**src/rtl/flag_register_unit.sv**
```systemverilog
// NZCV flag register and B.cond evaluator; the decision is registered one cycle after accept, and stall holds all state.
// Hazard backpressure asks upstream to hold the branch. With FLAG_FORWARD_EN, EX flags bypass to the evaluator and hazard is 0.
module flag_register_unit #(
  parameter logic [3:0] RESET_FLAGS = 4'b0000,
  parameter bit         NV_ALWAYS   = 1'b1
) (
  input  logic       clk,
  input  logic       reset,
  input  logic       ex_valid,
  input  logic       ex_set_flags,
  input  logic       ex_neg,
  input  logic       ex_zero,
  input  logic       ex_carry,
  input  logic       ex_overflow,
  input  logic       br_valid,
  input  logic [3:0] br_cond,
  input  logic       stall,
  input  logic       flush,
  output logic [3:0] nzcv,
  output logic       hazard,
  output logic       take_valid,
  output logic       take
);

  logic [3:0] ex_flags;
  logic [3:0] eff;
  logic       ex_producing;
  logic       flag_wr;
  logic       br_accept;
  logic       cond_true;

  assign ex_flags     = {ex_neg, ex_zero, ex_carry, ex_overflow};
  assign ex_producing = ex_valid & ex_set_flags & !flush;
  assign flag_wr      = ex_producing & !stall;

`ifdef FLAG_FORWARD_EN
  assign eff    = ex_producing ? ex_flags : nzcv;
  assign hazard = 1'b0;
`else
  assign eff    = nzcv;
  assign hazard = br_valid & ex_producing;
`endif

  assign br_accept = br_valid & !stall & !flush & !hazard;

  // Even codes test the base predicate; odd codes invert it, except for the 111x pair.
  always_comb begin
    logic base;
    base      = 1'b0;
    cond_true = 1'b0;
    case (br_cond[3:1])
      3'd0: base = eff[2];
      3'd1: base = eff[1];
      3'd2: base = eff[3];
      3'd3: base = eff[0];
      3'd4: base = eff[1] & !eff[2];
      3'd5: base = (eff[3] == eff[0]);
      3'd6: base = !eff[2] & (eff[3] == eff[0]);
      default: base = 1'b1;
    endcase
    if (br_cond[3:1] == 3'd7)
      cond_true = br_cond[0] ? NV_ALWAYS : 1'b1;
    else
      cond_true = base ^ br_cond[0];
  end

  always_ff @(posedge clk or posedge reset) begin
    if (reset) begin
      nzcv       <= RESET_FLAGS;
      take_valid <= 1'b0;
      take       <= 1'b0;
    end else if (flush) begin
      take_valid <= 1'b0;
      take       <= 1'b0;
    end else if (!stall) begin
      if (flag_wr)
        nzcv <= ex_flags;
      take_valid <= br_accept;
      take       <= br_accept & cond_true;
    end
  end

endmodule

```
**config.mk**
```make
export PLATFORM = sky130hd
export DESIGN_NAME = flag_register_unit
export DESIGN_NICKNAME = d
export VERILOG_FILES = /design/src/rtl/flag_register_unit.sv
export SDC_FILE = /design/constraint.sdc
export NUM_CORES = 1
export LEC_CHECK = 0
export ABC_AREA = 1
export CELL_PAD_IN_SITES_DETAIL_PLACEMENT = 0
export CELL_PAD_IN_SITES_GLOBAL_PLACEMENT = 1
export CORE_MARGIN = 2
export CORE_UTILIZATION = 23
export CTS_CLUSTER_DIAMETER = 200
export DETAILED_ROUTE_END_ITERATION = 6
export PLACE_DENSITY = 0.83
export SETUP_SLACK_MARGIN = 0.05
export SYNTH_ARGS = -nofsm -noshare
export SYNTH_HDL_FRONTEND = slang
export SYNTH_SLANG_ARGS = --single-unit
```
**constraint.sdc**
```tcl
create_clock -name clk -period 1.4 [get_ports clk]
set_clock_uncertainty 0.05 [all_clocks]
set_input_delay 0.28 -clock clk [delete_from_list [all_inputs] [get_ports clk]]
set_output_delay 0.28 -clock clk [all_outputs]
set_load 0.05 [all_outputs]
```
==> results.yml <==
sta:
  finalSetupViolations: 0
  fmax_mhz: 764
  tightest_slew_ns: 0.225
  period_share: 0.935
  relSlewSlack: 0.850
  period_minus_slack_ns: 1.31
  hold_viol: 0
  rsz0062_at_grt: "false"
  maxSlewViolCount: 0
  setup_slack_ns: 0.0906
  fin_setup_tns_ns: 0
synthesis:
  yosysTopAreaCellShare: 0.396
  syn_inst: 56
  synthMuxAreaShare: 0.0594
  yosysUniqueCellTypes: 11
  ys_ff_latch: 6
  synthArstFlopShare: 1.00
  synth_compound_area_frac: 0.0396
  synth_largest_area_cell: "dfrtp_1"
  synth.most_common_cell: "nand2_1"
  avgSynthCellArea_sq_um: 6.77
  synthAdderAreaFrac: 0
  synth_edf_count: 0
  seq_area_frac_synth: 0.396
  yosys_warnings: 0
  synthXorXnorAreaFrac: 0.0231
  synth_top_family_by_area: "simple AND/OR/NAND/NOR gates"
  ys_top_cells_by_count: "nand2_1 (16), inv_1 (11), nand3_1 (8), dfrtp_1 (6), nor2_1 (6)"
  syn-num-nets: 71
  syn_area_sq_um: 379
  synthSimpleGateAreaFrac: 0.373
  synth_ff_type: "dfrtp_1"
  synthTopCellsByArea: "dfrtp_1 (40%), nand2_1 (16%), inv_1 (11%)"
die:
  die_h_microns: 44.6
  core_sq_um: 1520
  start_util: 0.249
  rows: 14
  num_io_pins: 22
  die_w_microns: 44.6
  die_area_sq_um: 1990
cts:
  h-tree-depth: 1
  root_buffer: "clkbuf_4"
  hold_buffers: 0
  cts_buffers: 3
  clkTransAtPathRegs_ns: 0.04
  cts.sinks: 6
  insertion_delay_ns: 0.24
  clock_path_buffers: 2
  cts_tree: "yes"
power:
  p_total_mw: 0.759
  leakagePower_nw: 0.396
  max-vdd-ir-drop_mv: 0.698
  power_density_nw_per_um2: 1010
layout:
  n_antenna_cell: 0
  final_cell_area_sq_um: 751
  num-fill-cells: 153
  area_delta_synth_final_pct: 98.0
  layoutNonFillerInstCount: 101
  layout-drive-gt1-share: 0.282
  fin_nets: 102
placed_design:
  dp_cells: 97
  place_hpwl_microns: 818
  io_buffer_count: 21
  placed_area_sq_um: 719
  post-place-ws_ns: -0.314
  gp_congestion: 0.805
grt:
  antenna_found_initial: 0
  grt_max_degree: 8
  first_global_vias: 428
  grt_remaining_overflow: 0
  grt_util_all_layers: 0.118
  grt_pass1_wl_mm: 1.72
hold_path:
  hp-class: "input pin to asynchronous set/reset pin"
detailed_routing:
  viasPerCell: 4.31
  dr.first_iter.drc_count: 6
  wl_met3_microns: 41
  routed.top_layer: "met3"
  drt.antenna.violating_nets: 0
  drc: 0
  vias: 435
  wl_met1_microns: 428
  wl_per_cell_microns: 9.60
  finalWirelength_microns: 970
  firstDrtPassIters: 3
  wl_met2_microns: 500
critical_path:
  criticalPathCategory: "input pin to primary output"
  cp-end-kind: "primary output"
  critPathArrivalTime_ns: 0.98
  crit_required_ns: 1.07
  path_max_fanout: 3
  start_kind: "input pin"
  r2r_cells: 10
status:
  status: "finished clean"
flow_run:
  cap_viol_max_count: 0
-- worst paths after layout --
kind                            startpoint    endpoint  slack [ns]
worst max-delay path                 flush      hazard        0.09
worst min register to register  take_valid  take_valid        0.53
worst max register to register     nzcv[1]        take        0.15
min in group clk                     flush  take_valid        0.53
worst min-delay path                 reset  take_valid        0.20
max in group asynchronous            reset     nzcv[1]        0.90
-- cells in the final DEF, fill, tap and decap left out --
master / instances
inv_2: 1
inv_1: 10
nand4_1: 1
xnor2_1: 1
dfrtp_2: 4
nor2_1: 6
buf_4: 5
nand2_1: 15
clkbuf_4: 3
a21oi_1: 3
clkdlybuf4s50_1: 8
nor3_1: 1
nand3_1: 8
dfrtp_1: 2
mux2_2: 2
buf_12: 7
nor3b_4: 1
dlygate4sd2_1: 6
nand2_2: 1
-- state kept, by name, summed over array words and instances, names as in the netlist --
signal	flops
nzcv	4
take	1
take_valid	1
-- where the power goes --
| group | switching (mW) | internal (mW) | total [mW] |
|---|---|---|---|
| logic | 0.172 | 0.182 | 0.355 |
| registers | 0.0433 | 0.205 | 0.249 |
| clock network | 0.0590 | 0.0967 | 0.156 |
| total | 0.275 | 0.485 | 0.759 |
-- stage by stage --
step           hold slack, ns   util
2_1_floorplan          0.0207      -
3_3_place_gp            0.455  0.472
3_5_place_dp            0.457  0.472
4_1_cts                 0.192  0.493
5_1_grt                 0.236  0.493
6_report                0.197  0.493
-- layer usage --
layer  vias up  GRT usage
li1        235          -
met1       190      0.155
met2        10      0.183
met3         0     0.0245
met4         0     0.0545
met5         -          0
-- logic make-up after synthesis --
group,Yosys count
XOR/XNOR,1
AND/OR/NAND/NOR,33
multiplexers,2
flip-flops,6
buffers and inverters,11
AO/OA/AOI/OAI,3
-- final cells by class --
type                    count  area [sq um]  area share
multi-input cells          39           201       0.268
well taps                  16          20.0      0.0267
flip-flops and latches      6           155       0.207
repair buffers             26           310       0.413
inverters                  11          41.3      0.0550
clock buffers               3          22.5      0.0300
-- timing repair --
| item | in CTS | in global routing |
|---|---|---|
| endpoints found under the hold margin | 0 | 0 |
| pin swaps | 2 | 1 |
| gates resized for setup | 8 | 1 |
| endpoints found under the setup margin | 2 | 2 |
| buffers inserted | 1 | 0 |
-- worst max-delay path, cell delays in order --
cell           delay [ns]
dlygate4sd2_1        0.28
nor3b_4              0.25
buf_12               0.17
Note: power is estimated with default switching activity, not from simulation.
